===== src/rtl/pc_reg_pkg.sv =====
// rtl/pc_reg_pkg.sv - shared datapath constants for the program counter
package pc_reg_pkg;

    localparam int PC_WIDTH = 32;
    localparam logic [PC_WIDTH-1:0] PC_RESET_VECTOR = 32'h0000_0000;

endpackage


===== src/rtl/pc_reg_dff_en_srst.sv =====
// rtl/pc_reg_dff_en_srst.sv - generic WIDTH-bit flop with enable and synchronous reset
module dff_en_srst #(
    parameter int               WIDTH       = 32,
    parameter logic [WIDTH-1:0] RESET_VALUE = '0
) (
    input  logic             i_clk,
    input  logic             i_srst,
    input  logic             i_en,
    input  logic [WIDTH-1:0] i_d,
    output logic [WIDTH-1:0] o_q
);

    logic [WIDTH-1:0] r_q;

    // Reset has priority over enable; otherwise hold
    always_ff @(posedge i_clk) begin
        if (i_srst) begin
            r_q <= RESET_VALUE;
        end else if (i_en) begin
            r_q <= i_d;
        end
    end

    assign o_q = r_q;

endmodule


===== src/rtl/pc_reg.sv =====
// rtl/pc_reg.sv - program-counter register for the single-cycle datapath
module pc_reg
    import pc_reg_pkg::*;
#(
    parameter int          WIDTH       = PC_WIDTH,
    parameter logic [63:0] RESET_VALUE = 64'(PC_RESET_VECTOR)
) (
    input  logic             Clk,
    input  logic             Reset,
    input  logic [WIDTH-1:0] Data,
    input  logic             LdEn,
    output logic [WIDTH-1:0] Dout
);

    // RESET_VALUE is carried wider than WIDTH so an oversized vector can be detected
    localparam logic [WIDTH-1:0] W_RESET_VALUE = RESET_VALUE[WIDTH-1:0];
    localparam bit               W_RESET_FITS  = (WIDTH >= 64) || ((RESET_VALUE >> WIDTH) == 64'd0);

    logic [WIDTH-1:0] w_pc;

    dff_en_srst #(
        .WIDTH       (WIDTH),
        .RESET_VALUE (W_RESET_VALUE)
    ) u_pc_flop (
        .i_clk  (Clk),
        .i_srst (Reset),
        .i_en   (LdEn),
        .i_d    (Data),
        .o_q    (w_pc)
    );

    assign Dout = w_pc;

`ifndef SYNTHESIS
    logic r_seen_reset = 1'b0;

    // Track the first reset; afterwards controls must be known and the vector must fit
    always_ff @(posedge Clk) begin
        a_reset_fits: assert (W_RESET_FITS);
        if (r_seen_reset) begin
            a_ctrl_known: assert (!$isunknown({Reset, LdEn}));
        end
        if (Reset === 1'b1) begin
            r_seen_reset <= 1'b1;
        end
    end

    // Dout may only move as a consequence of a rising edge (Clk still high)
    always @(Dout) begin
        if (r_seen_reset) begin
            a_dout_edge_only: assert (Clk === 1'b1);
        end
    end
`endif

endmodule


===== config.mk =====
export PLATFORM = sky130hd
export DESIGN_NAME = pc_reg
export DESIGN_NICKNAME = d
export VERILOG_FILES = /design/src/rtl/pc_reg_pkg.sv /design/src/rtl/pc_reg_dff_en_srst.sv /design/src/rtl/pc_reg.sv
export SDC_FILE = /design/constraint.sdc
export NUM_CORES = 1
export LEC_CHECK = 0
export CAP_MARGIN = 20
export CORE_ASPECT_RATIO = 2
export CORE_MARGIN = 3
export CORE_UTILIZATION = 33
export DETAILED_ROUTE_END_ITERATION = 12
export PLACE_DENSITY = 0.75
export SYNTH_ARGS = -nofsm -noshare
export SYNTH_HDL_FRONTEND = slang
export SYNTH_HIERARCHICAL = 1
export SYNTH_SLANG_ARGS = --single-unit

===== constraint.sdc =====
create_clock -name Clk -period 0.8 [get_ports Clk]
set_clock_uncertainty 0.1 [all_clocks]
set_input_delay 0.12 -clock Clk [delete_from_list [all_inputs] [get_ports Clk]]
set_output_delay 0.12 -clock Clk [all_outputs]
set_load 0.005 [all_outputs]

==> metrics.md, run 1 <==
| Metric | Value |
|---|---|
| Finished Cell Area | `1960 sq um` |
| Vias per inst | `4.72` |
| Comb power frac | `0.167` |
| CP peak stage delay | `0.32 ns` |
| Synth cell types | `6` |
| Total track usage | `0.155` |
| CP arrival | `a little over 0.7 ns` |
| Proportion of layout cells with a drive suffix above 1 | `0.458` |
| Top cell type by total area after synthesis | `dfxtp_1` |
| Clk root buf | `clkbuf_8` |
| Sw Ratio | `0.207` |
| CTS tree | `yes` |
| FF/Latch Area | `681 sq um` |
| Mapped Cells | `103` |
| Syn_nets | `138` |
| Yosys top cell area share | `0.551` |
| Tcrit/Tclk final | `1.16` |
| Total number of vias | `982` |
| Failing checks | `negative setup slack` |
| 1st-pass router iterations | `4` |
| Register area share after synthesis | `0.551` |
| NetSw | `750 uW` |
| Syn Area/Cell | `11.3 sq um` |
| P&R area growth vs syn | `68.7%` |
| Fmax | `1080 MHz` |
| Hold Path Class | `primary input to flop` |
| Fillcell total | `about 280` |
| Final worst setup slack | `-0.128 ns` |
| #FFs+latches synth | `32` |
| Mapped cell area | `1160 sq um` |
| Synth area leaders | `dfxtp_1 55%, mux2i_1 28%, nor2_1 10%` |
| Worst-path maximum fanout | `2` |
| RSZ-0062 raised after global routing | `true` |
| Post-route DRC | `0` |
| Core area | `3270 sq um` |
| Commonest cells in the netlist | `32 x dfxtp_1, 32 x mux2i_1, 32 x nor2_1` |
| Required time of the critical path | `0.58 ns` |
| Hold Fails Final Rpt | `0` |
| Final setup violation count | `36` |
| Clock Path Buffers | `2` |
| Slowest cell on the critical path | `dfxtp_2` |
| Clock sink count | `32` |
| Area of the multi-input gates | `444 sq um` |
| Placer congestion estimate | `0.666` |
| Number of global-route vias before repair | `1,032` |
| Routed length per instance | `about 15 um` |
| Post-synth EDFFs | `0` |
| Run status | `complete, but fails checks` |
| Fin. max-slew vios | `0` |
| DRT iter0 DRCs | `14` |
| Worst path bufs/invs | `1` |
| Critical path's top delay family | `flip-flops` |
| IO buf count | `66` |
| WS Path Type | `flop to primary output` |
| Die area | `4320 sq um` |
| Post-DP HPWL | `2310 um` |
| Vert. Die Dim | `between 80 and 90 um` |
| Placed cell area | `1840 sq um` |
| Total grt overflow | `0` |
| Starting Density | `0.356` |
| Final net count | `about 210` |
| Max-cap check violation count | `0` |
| Overall power | `3620 uW` |
| Die Wd | `48.0 um` |
| # diodes | `0` |
| Top-level I/O count | `67` |
| Num CTS Buffers | `5` |
| Hold-fix buffers, CTS | `0` |
| CP Cell Sequence | `buf_2` |
| Peak supply drop | `between 1500 and 2000 uV` |
| Tmin final | `between 0.9 and 1 ns` |
| Wirelength, routed | `3100 um` |
| Clock share of power | `0.346` |
| Initial antenna violation count | `0` |
| H-tree depth | `2` |
| Rows | `29` |
| Slew headroom | `0.896` |
| Post-synthesis async set-or-reset flop share | `0` |
| Clock Pin Slew Worst Setup and Hold Paths | `approximately 0.06 ns` |
| First-pass GRT wire length | `4790 um` |
| Antenna viol nets, final | `0` |
| Crit path launch type | `flop` |
| Power per Cell Area | `approximately 1800 nW/um^2` |
| Slew at the pin closest to its max-slew limit | `roughly 0.15 ns` |
| Pin count of the biggest net entering global routing | `22` |
| Crit path capture type | `primary output` |
| Worst skew pair latency | `about 0.26 ns` |
| Internal | `2870 uW` |
| Dominant synthesized flop cell | `dfxtp_1` |
| Leak pwr | `0.000950 uW` |
| YS warnings | `6` |
| Sequential power share | `0.487` |
| Max FFs per register | `32` |
## area by class of cell
cell class                 instances  share of cell area
timing repair buffer              74               0.358
multi-input combinational         64               0.226
clock buffer                       7              0.0491
tap                               31              0.0198
sequential                        32               0.347
## cell usage in the layout, fill, tap and decap left out, drive strengths merged
cell type / netlist / final
bufbuf: 0 / 1
clkdlybuf4s50: 0 / 32
dlygate4sd2: 0 / 1
dfxtp: 32 / 32
buf: 4 / 40
mux2i: 32 / 32
clkbuf: 3 / 7
nor2: 32 / 32
## metal layers
layer	vias to the layer above	wire, um	GRT usage
li1	484	-	-
met1	457	1070	0.151
met2	39	1760	0.284
met3	2	243	0.0400
met4	0	24	0.0539
met5	-	0	0
## final timing paths
path | start | endpoint | slack (ns) | depth (start not counted)
setup reg to reg | u_pc_flop/o_q[16] | u_pc_flop/o_q[16] | -0.04 | 3
hold / removal | LdEn | u_pc_flop/o_q[18] | 0.23 | 4
hold reg to reg | u_pc_flop/o_q[2] | u_pc_flop/o_q[2] | 0.38 | 2
setup / recovery | u_pc_flop/o_q[22] | Dout[22] | -0.13 | 1
## repair_timing
item,4_1_cts,5_1_grt
cloned,1,0
pin swaps,3,2
buffers inserted,3,1
endpoints found under the setup margin,64,35
gates resized for setup,170,7
## power by group through the flow
stage / registers, uW / logic [uW] / clock network (uW)
finish: 1760 / 604 / 1250
global route: 1770 / 654 / 1370
CTS: 1760 / 586 / 1310
detailed placement: 1770 / 612 / 0
global placement: 1770 / 602 / 0
floorplan: 1780 / 223 / 0
## stage by stage
| stage | worst slack, ns | instances | hold WS, ns | setup TNS (ns) | utilization |
|---|---|---|---|---|---|
| floorplan | 0.00141 | 103 | 0.0924 | 0 | - |
| global placement | -0.297 | 196 | 0.374 | -16.88 | 0.562 |
| detailed placement | -0.311 | 196 | 0.386 | -17.35 | 0.562 |
| CTS | -0.140 | 207 | 0.225 | -4.31 | 0.586 |
| global route | -0.165 | 208 | 0.254 | -4.93 | 0.601 |
| finish | -0.128 | 208 | 0.231 | -3.85 | 0.601 |
## cell families (layout without fill, tap and decap cells)
family                 after synthesis  after routing  share of synthesized area
muxes                               32             32                      0.275
and+or+nand+nor                     32             32                      0.103
buffers and inverters                7             81                     0.0710
DFF                                 32             32                      0.551
No activity file was read; power rests on OpenSTA's default activity.
==> run 2: changes to the inputs <==
- PLACE_DENSITY: 0.75 -> unset
- PLACE_DENSITY_LB_ADDON: unset -> 0.15
==> metrics.md, run 2 (synthesized netlist as in run 1, its figures left out) <==
| Metric | Value |
|---|---|
| Run status | `complete, but fails checks` |
| Total track usage | `0.140 (-0.0156)` |
| Antenna viol nets, final | `0 (unchanged)` |
| Clock Path Buffers | `2 (unchanged)` |
| First-pass GRT wire length | `4390 um (-8.4%)` |
| Num CTS Buffers | `5 (unchanged)` |
| Place WS | `-0.308 ns (+0.00263 ns)` |
| Total grt overflow | `0 (unchanged)` |
| Tcrit/Tclk final | `1.17 (+0.00883)` |
| Number of global-route vias before repair | `986 (-4.5%)` |
| Core area | `3270 sq um (unchanged)` |
| Peak supply drop | `1200 uV (-25%)` |
| IO buf count | `66 (unchanged)` |
| Failing checks | `negative setup slack` |
| Worst path bufs/invs | `1 (unchanged)` |
| Post-route DRC | `0 (unchanged)` |
| CP arrival | `0.71 ns (about the same)` |
| Pin count of the biggest net entering global routing | `25 (+14%)` |
| Slew at the pin closest to its max-slew limit | `0.143 ns (-0.00862 ns)` |
| Met1 Wirelength | `996 um (-6.9%)` |
| Hold_ws | `0.245 ns (+0.0146 ns)` |
| # diodes | `0 (unchanged)` |
| WS Path Type | `flop to primary output` |
| Placer congestion estimate | `0.646 (-3.1%)` |
| Routed length per instance | `13.7 um (-8.2%)` |
| Fin. max-slew vios | `0 (unchanged)` |
| Clk root buf | `clkbuf_8` |
| Clock sink count | `32 (unchanged)` |
| Final net count | `209 (-1.4%)` |
| Critical R2R Launch | `u_pc_flop/o_q[22]` |
| Placed cell area | `1820 sq um (-0.68%)` |
| Clock Pin Slew Worst Setup and Hold Paths | `0.06 ns (about the same)` |
| Die Wd | `48.0 um (unchanged)` |
| RR Endpoint | `u_pc_flop/o_q[22]` |
| DRT iter0 DRCs | `2 (-12)` |
| Tmin final | `0.935 ns (+0.00707 ns)` |
| Highest metal used | `met4` |
| Worst-path maximum fanout | `2 (unchanged)` |
| Crit path launch type | `flop` |
| Vias per inst | `4.78 (+1.3%)` |
| Launch point of the worst path | `u_pc_flop/o_q[13]` |
| Leak pwr | `0.000936 uW (-1.5%)` |
| 1st-pass router iterations | `4 (unchanged)` |
| Max FFs per register | `32 (unchanged)` |
| H-tree depth | `2 (unchanged)` |
| Hold Fails Final Rpt | `0 (unchanged)` |
| Post-DP HPWL | `1990 um (-14%)` |
| Wirelength, routed | `2820 um (-9.1%)` |
| CP Cell Sequence | `buf_2` |
| Max-cap check violation count | `0 (unchanged)` |
| Hold Path Class | `primary input to flop` |
| Starting Density | `0.356 (unchanged)` |
| R2r setup slk | `-0.01 ns (+0.03 ns)` |
| Vert. Die Dim | `90.0 um (unchanged)` |
| CP peak stage delay | `0.32 ns (about the same)` |
| Worst r2r path cells | `3 (unchanged)` |
| Overall power | `3580 uW (-1.2%)` |
| Finished Cell Area | `1940 sq um (-1.3%)` |
| Proportion of layout cells with a drive suffix above 1 | `0.446 (-0.0119)` |
| Metal3 WL | `236 um (-2.9%)` |
| Slew headroom | `0.902 (+0.00591)` |
| Slowest cell on the critical path | `dfxtp_2` |
| Total number of vias | `985 (+0.31%)` |
| Worst setup endpoint | `Dout[13]` |
| CTS tree | `yes` |
| Rows | `29 (unchanged)` |
| Initial antenna violation count | `0 (unchanged)` |
| Routed met2 length | `1540 um (-13%)` |
| P&R area growth vs syn | `66.6%` |
| Fmax | `1070 MHz (-0.76%)` |
| Die area | `4320 sq um (unchanged)` |
| Top-level I/O count | `67 (unchanged)` |
| Worst skew pair latency | `0.27 ns (about the same)` |
| CP Depth | `1 (unchanged)` |
| Setup_tns | `-4.02 ns (-0.166 ns)` |
| Final setup violation count | `33 (-8.3%)` |
| Critical path's top delay family | `flip-flops` |
| Final worst setup slack | `-0.135 ns (-0.00707 ns)` |
| Crit path capture type | `primary output` |
| Commonest cells after routing, fill and taps aside | `32 x clkdlybuf4s50_1, 32 x mux2i_1, 32 x nor2_1, 32 x dfxtp_2` |
| Power per Cell Area | `1850 nW/um^2 (+0.11%)` |
| Required time of the critical path | `0.58 ns (about the same)` |
| RSZ-0062 raised after global routing | `true` |
## run 2: cell types whose count changed in the layout (fill, tap and decap cells not counted), sizes merged
cell	before	now
clkbuf	7	6
buf	40	37
clkinv	0	2
## run 2: cell type report
cell class | count | area, sq um
clock inverter | 2 | 10.0
fill | 298 | 1330
tap | 31 | 38.8
clock buffer | 6 | 82.6
sequential | 32 | 681
multi-input combinational | 64 | 440
timing repair buffer | 71 | 686
## run 2: power by group
part           leakage [uW]  switching [uW]  internal, uW
clock             0.0000510             550           685
combinational      0.000609             192           390
sequential         0.000275            54.9          1710
total              0.000936             797          2780
## run 2: worst min path at each step
| stage | end | start | cells past startpoint | slack (ns) |
|---|---|---|---|---|
| 2_1_floorplan | u_pc_flop/o_q[29] | Reset | 1 | 0.09 |
| 3_3_place_gp | u_pc_flop/o_q[2] | u_pc_flop/o_q[2] | 2 | 0.37 |
| 3_5_place_dp | u_pc_flop/o_q[5] | u_pc_flop/o_q[5] | 2 | 0.38 |
| 4_1_cts | u_pc_flop/o_q[23] | LdEn | 4 | 0.24 |
| 5_1_grt | u_pc_flop/o_q[27] | LdEn | 4 | 0.25 |
| 6_report | u_pc_flop/o_q[20] | LdEn | 4 | 0.25 |
## run 2: layer usage
metal	vias to the layer above	global-route usage
met5	-	0
met2	42	0.233
li1	481	-
met1	456	0.153
met3	6	0.0440
met4	0	0.0539
## run 2: timing repair
| item | 4_1_cts | 5_1_grt |
|---|---|---|
| resized for setup | 168 | 10 |
| endpoints found under the setup margin | 64 | 33 |
| gates cloned | 1 | 0 |
| pin swaps | 1 | 1 |
| setup buffers | 1 | 0 |
| hold buffers | 0 | 0 |
## run 2: through the flow
step,utilization,instances
2_1_floorplan,-,103
3_3_place_gp,0.558,196
3_5_place_dp,0.558,196
4_1_cts,0.574,206
5_1_grt,0.593,206
6_report,0.593,206
